`config.mk`:
```
export PLATFORM = sky130hd
export DESIGN_NAME = somador_pipeline
export DESIGN_NICKNAME = d
export VERILOG_FILES = /design/src/rtl/ula_pkg.sv /design/src/rtl/somador_chunk.sv /design/src/rtl/somador_pipeline.sv
export SDC_FILE = /design/constraint.sdc
export NUM_CORES = 1
export LEC_CHECK = 0
export BUFFER_PORTS_ARGS = -buffer_cell sky130_fd_sc_hd__buf_2
export CAP_MARGIN = 30
export CORE_UTILIZATION = 25
export CTS_CLUSTER_DIAMETER = 40
export CTS_CLUSTER_SIZE = 20
export DETAILED_ROUTE_END_ITERATION = 10
export PLACE_DENSITY = 0.5
export SKIP_LAST_GASP = 1
export SYNTH_ARGS = -nofsm -noshare
export SYNTH_HDL_FRONTEND = slang
export SYNTH_SLANG_ARGS = --single-unit
```
`constraint.sdc`:
```
create_clock -name clk -period 6.21 [get_ports clk]
set_clock_uncertainty 0.05 [all_clocks]
set_input_delay 1.5525 -clock clk [delete_from_list [all_inputs] [get_ports clk]]
set_output_delay 1.5525 -clock clk [all_outputs]
set_load 0.005 [all_outputs]
```
`src/rtl/ula_pkg.sv`:
```
// Shared ULA definitions: opcodes, flag positions, default width.
package ula_pkg;

  localparam int WIDTH_DEF = 32;

  typedef enum logic [1:0] {
    ULA_ADD = 2'b00,
    ULA_ADC = 2'b01,
    ULA_SUB = 2'b10
  } ula_op_e;

  localparam int FLAG_C = 0;
  localparam int FLAG_V = 1;
  localparam int FLAG_Z = 2;
  localparam int FLAG_W = 3;

  typedef logic [FLAG_W-1:0] ula_flags_t;

  function automatic ula_flags_t pack_flags(
    input logic c,
    input logic v,
    input logic z
  );
    ula_flags_t f;
    f = '0;
    f[FLAG_C] = c;
    f[FLAG_V] = v;
    f[FLAG_Z] = z;
    return f;
  endfunction

endpackage

```
`src/rtl/somador_chunk.sv`:
```
// Combinational W-bit chunk adder with carry out and carry into the MSB.
module somador_chunk #(
  parameter int W = 8
) (
  input  logic [W-1:0] i_a,
  input  logic [W-1:0] i_b,
  input  logic         i_cin,
  output logic [W-1:0] o_s,
  output logic         o_cout,
  output logic         o_cmsb
);

  logic [W:0] w_sum;

  assign w_sum  = {1'b0, i_a} + {1'b0, i_b} + {{W{1'b0}}, i_cin};
  assign o_s    = w_sum[W-1:0];
  assign o_cout = w_sum[W];
  // sum bit = a ^ b ^ carry-in, so the carry into the MSB falls out directly
  assign o_cmsb = i_a[W-1] ^ i_b[W-1] ^ w_sum[W-1];

endmodule

```
`src/rtl/somador_pipeline.sv`:
```
// Pipelined add/adc/sub: carry chain cut into STAGES chunks, one per register.
module somador_pipeline
  import ula_pkg::*;
#(
  parameter int WIDTH  = WIDTH_DEF,
  parameter int STAGES = 4
) (
  input  logic             clk,
  input  logic             rst_n,
  input  logic             in_valid,
  output logic             in_ready,
  input  logic [WIDTH-1:0] A,
  input  logic [WIDTH-1:0] B,
  input  logic             Cin,
  input  logic             sub,
  output logic             out_valid,
  input  logic             out_ready,
  output logic [WIDTH-1:0] Soma,
  output logic             Cout,
  output logic             overflow,
  output logic             zero
);

  localparam int CHUNK = WIDTH / STAGES;

  if (WIDTH < 2 || STAGES < 1 || STAGES > WIDTH ||
      (WIDTH % STAGES) != 0) begin : g_bad_cfg
    $error("somador_pipeline: illegal WIDTH/STAGES");
  end

  logic             w_en;
  logic [WIDTH-1:0] w_beff;

  assign w_beff = sub ? ~B : B;

  for (genvar k = 0; k < STAGES; k++) begin : g_st
    localparam int RW = WIDTH - (k + 1) * CHUNK;
    localparam int DW = (k + 1) * CHUNK;

    logic [CHUNK-1:0] w_a;
    logic [CHUNK-1:0] w_b;
    logic [CHUNK-1:0] w_s;
    logic             w_ci;
    logic             w_co;
    logic             w_cm;
    logic             w_zi;
    logic             w_vi;
    logic [DW-1:0]    w_res;

    logic             r_v;
    logic             r_c;
    logic             r_z;
    logic [DW-1:0]    r_res;

    if (k == 0) begin : g_in
      assign w_a   = A[CHUNK-1:0];
      assign w_b   = w_beff[CHUNK-1:0];
      assign w_ci  = sub | Cin;
      assign w_zi  = 1'b1;
      assign w_vi  = in_valid;
      assign w_res = w_s;
    end else begin : g_in
      assign w_a   = g_st[k-1].g_op.r_a[CHUNK-1:0];
      assign w_b   = g_st[k-1].g_op.r_b[CHUNK-1:0];
      assign w_ci  = g_st[k-1].r_c;
      assign w_zi  = g_st[k-1].r_z;
      assign w_vi  = g_st[k-1].r_v;
      assign w_res = {w_s, g_st[k-1].r_res};
    end

    somador_chunk #(
      .W(CHUNK)
    ) u_chunk (
      .i_a   (w_a),
      .i_b   (w_b),
      .i_cin (w_ci),
      .o_s   (w_s),
      .o_cout(w_co),
      .o_cmsb(w_cm)
    );

    always_ff @(posedge clk or negedge rst_n) begin
      if (!rst_n) begin
        r_v   <= 1'b0;
        r_c   <= 1'b0;
        r_z   <= 1'b0;
        r_res <= '0;
      end else if (w_en) begin
        r_v   <= w_vi;
        r_c   <= w_co;
        r_z   <= w_zi & ~|w_s;
        r_res <= w_res;
      end
    end

    // operand bits not yet consumed travel forward, low chunk first
    if (RW > 0) begin : g_op
      logic [RW-1:0] w_ha;
      logic [RW-1:0] w_hb;
      logic [RW-1:0] r_a;
      logic [RW-1:0] r_b;

      if (k == 0) begin : g_src
        assign w_ha = A[WIDTH-1:CHUNK];
        assign w_hb = w_beff[WIDTH-1:CHUNK];
      end else begin : g_src
        assign w_ha = g_st[k-1].g_op.r_a[RW+CHUNK-1:CHUNK];
        assign w_hb = g_st[k-1].g_op.r_b[RW+CHUNK-1:CHUNK];
      end

      always_ff @(posedge clk or negedge rst_n) begin
        if (!rst_n) begin
          r_a <= '0;
          r_b <= '0;
        end else if (w_en) begin
          r_a <= w_ha;
          r_b <= w_hb;
        end
      end
    end

    if (k == STAGES - 1) begin : g_last
      logic r_cm;

      always_ff @(posedge clk or negedge rst_n) begin
        if (!rst_n) begin
          r_cm <= 1'b0;
        end else if (w_en) begin
          r_cm <= w_cm;
        end
      end
    end
  end

  assign out_valid = g_st[STAGES-1].r_v;
  assign w_en      = !out_valid || out_ready;
  assign in_ready  = w_en;
  assign Soma      = g_st[STAGES-1].r_res;
  assign Cout      = g_st[STAGES-1].r_c;
  assign overflow  = g_st[STAGES-1].r_c ^ g_st[STAGES-1].g_last.r_cm;
  assign zero      = g_st[STAGES-1].r_z;

endmodule

```
==> results list, run 1 <==
- Area of the die: 0.0351 mm2
* Detailed Route WL: 18.4 mm
- Launching element of the worst setup path: out_ready
- The worst setup path is of the in -> out kind.
* Worst Setup End Kind: output pin
- Maximum cell stage delay along the critical path: roughly 0.49 ns
- STA classifies the critical path startpoint as an input pin.
* Slew at the pin closest to its max-slew limit: slightly above 0.9 ns
* Outcome: complete, no violations
- Most frequent standard cell in the layout excluding fill and tap cells: sky130_fd_sc_hd__nand2_1
- STA puts the critical path data arrival time at between 2 and 2.5 ns.
* Crit path depth: 4
- Cell row count: 67
- In this run switching power makes up 37.0% of total power.
- Min-delay worst type: reg -> reg
- Data required time of the critical path: 4.61 ns
* Final Setup Violations: 0
- Most used cells in the layout excluding fill and tap cells: sky130_fd_sc_hd__nand2_1 (432), sky130_fd_sc_hd__dfrtp_1 (189), sky130_fd_sc_hd__buf_2 (105)
* Fraction of layout cells with a size suffix above 1: 14.8%
- During synthesis, Yosys emitted a total of 0 warnings.
- Internal power: 3190 uW
- The cell count after synthesis came out at 936.
- Max stage delay cell, worst path: sky130_fd_sc_hd__inv_4
- Number of synthesized flops with an enable pin: 0
* Starting density of the core: roughly 26%
- Total count of max-transition violations in the final report: 0
- In this run the cell area measured after placement is 0.00955 mm2.
- Routed wirelength normalized by instance count: 12.4 um
- Maximum number of pins on one net before global-route repair: 217
- The tree built by TritonCTS fans out to 189 sinks.
- Kind of cell with the highest combined delay on the critical path: buffers and inverters
- Hold buffer count at cts: 0
- CTS-repair resized insts: 0
- Counting the buffers created by CTS gives 17.
- The count of endpoints failing hold in the final timing report is 0.
* Total of buffers placed on input and output ports: 106
- Leakage Power: 0.00506 uW
- The detailed router finished its first iteration with around 300 violations.
- Number of antenna violations at the first check in global routing: 0
- The synthesized design contains about 190 register bits.
* Period minus WS final: around 4.0 ns
- Via count of the routed design: 6145
- TritonCTS clock tree: done
- The number of buffers and inverters on the critical path is 3.
- Chip Width: approximately 190 um
- Sum Neg Setup Slack: 0 ns
* Avg Inst Size Synth: 9.16 um2
- Core ar.: 0.0336 mm2
- Clock-pin slew reported for the worst setup and hold paths after clock tree synthesis: 0.07 ns
- Period utilisation layout: 64.9%
- Routability-driven placement finished with a final weighted congestion of ~0.76.
- Tot GR Track Use: 10.9%
- Global routing finished with a remaining overflow of 0.
- Detailed placement finished with a half-perimeter wire length of 12.1 mm.
- Switch Pwr: ~1900 uW
- Sequential element share of the synthesized area: 55.1%
- Number of maximum-capacitance constraint violations: 0
* Critical path, cell by cell: buf_2 -> nor2b_4 -> inv_4 -> buf_2
- The first global-routing pass estimated 31.1 mm of wire.
- Yosys mapped the design onto 39 distinct sky130hd cell types.
- Critical hold path startpoint: Soma[0]
- Slack of the worst reg-to-reg path: 3.63 ns
- Asr flop ratio synth: 100%
* Vias in the first global route: 6072
* Clock root buffer: sky130_fd_sc_hd__clkbuf_16
* Most used DFF post-synth: sky130_fd_sc_hd__dfrtp_1
* Slew margin rel.: between 30% and 40%
- The clock reaches the later pin of the worst-skew pair after 0.43 ns.
- Number of iterations in the first detailed-routing pass: 4
- Post-route design area: 0.0102 mm2
* I/O pin cnt: between 100 and 150
- Post-layout net count: 1128
- The H-tree was split into 4 levels.
- Cell repeated most along the worst path: sky130_fd_sc_hd__buf_2
- In the routed design, unresolved DRC markers number 0.
* VDD IR-drop max: 0.202 mV
* Power per cell area: between 400 and 500 mW/mm2
* Number of antenna cells inserted: 0
* RSZ-0062 raised after global routing: false
* Launching point of the worst reg2reg path: g_st[2].r_c
* Number of placed instances, taps included: 1451
- After the flow finishes, the layout carries non-filler instances totaling 1483.
- Critical Path End: in_ready
- Max FO, Critical Path: between 70 and 80
* Netlist Area Pre-Place: roughly 0.0086 mm2
- Dividing the detail-routed via count by the number of cells gives 4.14.
- Combinational group share of total power: 36.4%
* ANT nets after route: 0
- Clock power frac: 22.6%
* Post-CTS setup buffers: 0
- End of the worst register-to-register path: zero
* Highest achievable clock rate: approximately 0.25 GHz
* Vertical die dimension: 187 um
- Max Buffers Root-to-Sink: 2
* Number of cells on the worst reg-to-reg path: 7
- Counting every net in the synthesized netlist gives 1042.
- Growth of design area from synthesis to finish: 18.4%
- Sequential cells account for 40.9% of the total power.
* Final hold slack: 0.411 ns
-- worst min-delay path by stage --
stage / end / slack, ns / cells after the start
finish: Soma[0] / 0.41 / 2
CTS: g_st[2].r_v / 0.42 / 2
floorplan: g_st[2].r_v / 0.38 / 2
global placement: g_st[2].r_v / 0.39 / 2
detailed placement: g_st[2].r_v / 0.40 / 2
global route: g_st[2].r_v / 0.43 / 2
-- per-layer routing --
| layer | GRT usage [%] | vias to the layer above | share of wire, % |
|---|---|---|---|
| met4 | 3.40 | 0 | 1.3 |
| met3 | 1.93 | 16 | 2.5 |
| met2 | 17.1 | 72 | 44 |
| li1 | - | 3172 | - |
| met5 | 0 | - | 0 |
| met1 | 15.2 | 2885 | 52 |
-- stage by stage --
stage	worst slack [ns]	util, %	power [uW]
after floorplan	2.37	-	3400
after global placement	2.11	28.4	3940
after detailed placement	2.11	28.4	3990
after CTS	2.10	30.2	5160
after global routing	2.07	30.2	5520
final	2.18	30.2	5070
-- power by group through the flow --
stage | Sequential, uW | Clock, uW | Combinational (uW)
final | 2070 | 1150 | 1850
after global routing | 2150 | 1230 | 2130
after CTS | 2090 | 1190 | 1880
after global placement | 2100 | 0 | 1840
after floorplan | 2030 | 0 | 1370
after detailed placement | 2110 | 0 | 1880
-- tightest hold or removal path, cell delays in order (launching register included) --
cell,delay [ns]
sky130_fd_sc_hd__dfrtp_1,0.34
sky130_fd_sc_hd__nand2_1,0.05
sky130_fd_sc_hd__nand2_1,0.05
-- cell usage after synthesis, drive strengths merged (5+ instances only) --
library cell  number  area, um2
a21oi             21        105
o21a               5       37.5
xor2              18        158
buf               31        144
a211oi             5       42.5
nand2            432       1620
nor2              34        128
a21o               9       68.8
xnor2             32        280
ha                28        350
o31ai              9       67.6
inv                8       30.0
nand2b             7       43.8
mux2               7       78.8
dfrtp            189       4730
o21ai             48        240
clkbuf            13       48.8
fa                 8        160
-- sequential cells by signal, indices dropped and copies added, names as in the netlist, 3 cells and up --
| signal | flops |
|---|---|
| g_st.r_z | 3 |
| g_st.r_c | 3 |
| g_st.g_op.r_b | 48 |
| Soma | 32 |
| g_st.g_op.r_a | 48 |
| g_st.r_res | 48 |
| g_st.r_v | 3 |
-- area by class of cell --
type / instances / area [um2]
Multi-Input combinational cell: 695 / 3630
Fill cell: 3606 / 23500
Clock buffer: 19 / 433
Clock inverter: 13 / 179
Timing Repair Buffer: 111 / 589
Sequential cell: 189 / 4730
Inverter: 8 / 32.5
Tap cell: 448 / 561
-- logic make-up after synthesis --
logic type | share of synthesized area, %
AO/OA/AOI/OAI | 8.01
XOR/XNOR | 5.11
adder cells (fa/ha/maj) | 5.95
buffers and inverters | 2.60
flip-flops | 55.1
multiplexers | 0.919
AND/OR/NAND/NOR | 22.3
Note: power is estimated with default switching activity, not from simulation.
==> inputs of run 2 (changes only) <==
Settings changed: ABC_AREA set to 1.
Clock period 6.21 ns to 3.96 ns, I/O delays scaled along.
==> results list, run 2 <==
- The number of max-slew violations in the final report was 0.
* Period utilisation layout: between 60 and 70%
- HPWL after DPL: 14.3 mm
- The longest clock path from root to sink contains 2 buffers.
- Counting distinct cell types in the post-synthesis netlist gives 24.
- Tot GR Track Use: 12.1%
* Top-area cell type share of the netlist area: 54.1%
* Area of the die: 0.0357 mm2
* Via count of the routed design: 6511
- Data required time of the critical path: 4.28 ns
- Wire length of the first global-routing pass: 34.6 mm
- The largest single stage delay on the critical path is 0.47 ns.
* I/O pin cnt: 107
- Once detail routing completed, the nets flagged for antenna violations numbered 0.
- The die is around 190 um wide.
- Count of H-tree levels built during CTS: 4
- In the synthesized netlist, the number of instances is 1027.
- Area leader, netlist: sky130_fd_sc_hd__dfrtp_1
* Avg Inst Size Synth: 8.51 um2
- The worst setup path is of the in -> reg kind.
- Worst Setup End Kind: register
* CTS-repair resized insts: 0
- Endpoint with the worst hold slack: out_valid
- The smallest clock period supported by the final layout is computed as roughly 2.7 ns.
- In this run the critical register-to-register path is launched from g_st[0].r_c.
- Number of cells on the worst reg-to-reg path: 11
* Hold buffer count at cts: 0
* Leakage Power: between 0.005 and 0.006 uW
* Number of maximum-capacitance constraint violations: 0
* Number of antenna violations at the first check in global routing: 3
- The die is 189 um tall.
- Sequential element share of the synthesized area: 54.1%
* Max FO, Critical Path: 25
* Cell repeated most along the worst path: sky130_fd_sc_hd__nand2_1
* Most used cells in the layout excluding fill and tap cells: sky130_fd_sc_hd__nand2_1 (468), sky130_fd_sc_hd__dfrtp_1 (189), sky130_fd_sc_hd__buf_2 (105)
- Most used DFF post-synth: sky130_fd_sc_hd__dfrtp_1
- The routed design has 20.4 mm of wire.
- For this design, the sink count on the clock tree is 189.
* Clk_lat worst skew: approximately 0.43 ns
* Most frequent standard cell in the layout excluding fill and tap cells: sky130_fd_sc_hd__nand2_1
* Cell row count: 68
- Final Hold Vio Count: 0
- Once the clock tree was built, the setup fixing pass inserted 0 buffers.
- Number of placed instances, taps included: 1552
* Netlist Area Pre-Place: about 0.0087 mm2
* Routed wirelength normalized by instance count: 12.9 um
- Met2 Routed Length: 8.56 mm
- Total of buffers placed on input and output ports: approximately 110
- For this run, the top clock speed supported by timing is between 0.3 and 0.4 GHz.
- Entering global routing, the biggest net connects 151 pins.
* Total nets after synthesis: 1133
- Asr flop ratio synth: 100%
- In the routed design, unresolved DRC markers number 0.
* Slew at the pin closest to its max-slew limit: 0.791 ns
* Highest metal used: met5
- STA classifies the critical path startpoint as an input pin.
- Top flop regs: g_st.g_op.r_a (48), g_st.g_op.r_b (48), g_st.r_res (48)
* TritonCTS clock tree: done
- Power spread over the standard cell area amounts to roughly 760 mW/mm2.
* Final Setup Violations: 0
- Most frequent cells after synthesis: sky130_fd_sc_hd__nand2_1 (469), sky130_fd_sc_hd__dfrtp_1 (189), sky130_fd_sc_hd__o21ai_0 (78), sky130_fd_sc_hd__inv_1 (64), sky130_fd_sc_hd__nor2_1 (33)
* Max stage delay cell, worst path: sky130_fd_sc_hd__fa_1
* Core ar.: 0.0345 mm2
- Summed over all failing endpoints, the final setup total negative slack is 0 ns.
- The endpoint identified for the worst register-to-register timing path is g_st[1].r_z.
- Cells with a size suffix above 1 make up 13.6% of the layout.
- Headroom to the max-slew limit came out at 47.2%.
- Number of buffers created by CTS: 17
- Cell with the most instances after synthesis: sky130_fd_sc_hd__nand2_1
* Min-Delay Path Depth: 2
- #FFs+latches synth: 189
* Met1 routed wirelength after detailed routing: 10.6 mm
- The Yosys step of the flow raised 0 warnings.
* Clock-pin slew reported for the worst setup and hold paths after clock tree synthesis: 0.07 ns
- In this run the register-to-register setup slack is 1.66 ns.
* Min-delay worst type: reg -> reg
* Growth of design area from synthesis to finish: 18.3%
* Number of vias per cell after detailed routing: around 4.1
* Final GP Congestion: 0.837
- Number of iterations in the first detailed-routing pass: 5
* Vias in the first global route: 6688
* Top post-synthesis cells by area: sky130_fd_sc_hd__dfrtp_1 (54%), sky130_fd_sc_hd__nand2_1 (20%), sky130_fd_sc_hd__o21ai_0 (4.5%), sky130_fd_sc_hd__ha_1 (4.0%), sky130_fd_sc_hd__xnor2_1 (2.9%)
* Clock root buffer: sky130_fd_sc_hd__clkbuf_16
* VDD IR-drop max: ~0.3 mV
- Summed over all nets, wire length on met3 after detailed routing comes to 965 um.
- The initial utilization of the core area, before any placement, comes to between 20% and 30%.
- Outcome: complete, no violations
- Remaining global-route overflow: 0
- Once layout is complete, the cells apart from fillers number 1585.
* Critical path, cell by cell: buf_2 -> buf_4 -> xnor2_1 -> fa_1 -> xor2_1 -> nand4_1 -> nor2_2 -> nand2_1 -> nor2_2 -> nand2_1 -> nand2_1
- In the final design database the tool counted 1222 nets.
* Number of synthesized flops with an enable pin: 0
* RSZ-0062 raised after global routing: false
* Critical hold path startpoint: g_st[2].r_v
* Arrival time of the worst setup path: between 3 and 4 ns
- Drt initial violations: between 300 and 400
run 2: per-stage QoR:
| step | hold slack, ns | utilization (%) | total power (uW) | setup slack, ns | instance area (um2) |
|---|---|---|---|---|---|
| 2_1_floorplan | 0.370 | - | 5340 | 0.980 | 8740 |
| 3_3_place_gp | 0.396 | 28.3 | 6240 | 0.773 | 9750 |
| 3_5_place_dp | 0.400 | 28.3 | 6310 | 0.726 | 9750 |
| 4_1_cts | 0.419 | 30.0 | 8050 | 1.18 | 10300 |
| 5_1_grt | 0.435 | 30.0 | 8680 | 0.998 | 10300 |
| 6_report | 0.412 | 30.0 | 7900 | 1.22 | 10300 |
run 2: critical path: cells and delay by family:
family	cells	cell delay, ns
buf+inv	2	0.71
fa+ha+maj	1	0.47
simple gates	6	0.46
xor+xnor	2	0.42
run 2: layer usage:
layer	vias to the layer above	global-route usage, %
met5	-	0
met4	4	3.91
met3	18	3.08
met2	76	17.7
met1	3025	17.3
li1	3388	-
run 2: layout make-up:
cell class                 instances  area, um2
multi-input combinational        728       3550
clock buffer                      17        425
sequential                       189       4730
antenna                            1       2.50
clock inverter                    15        156
timing repair buffer             115        657
fill                            3732      24100
tap                              455        569
inverter                          65        249
run 2: kinds of logic after synthesis:
family,count (synthesis),share of synthesized area (%)
simple gates,543,24.1
flops,189,54.1
buf+inv,110,5.38
compound gates,109,6.53
xor+xnor,40,4.01
fa+ha+maj,36,5.84
run 2: how the worst max path moves through the flow:
stage | from | end | slack (ns) | cells past startpoint
after floorplan | sub | g_st[0].r_z | 0.98 | 12
after global placement | sub | g_st[0].r_z | 0.77 | 11
after detailed placement | sub | g_st[0].r_z | 0.73 | 11
after CTS | sub | g_st[0].r_z | 1.18 | 11
after global routing | sub | g_st[0].r_z | 1.0 | 11
final | sub | g_st[0].r_z | 1.22 | 11
run 2: where the power goes:
group	internal [uW]	total, uW	leakage [uW]	switching, uW
registers	2770	3250	0.00229	478
logic	1140	2950	0.00277	1810
clock network	888	1700	0.000279	810
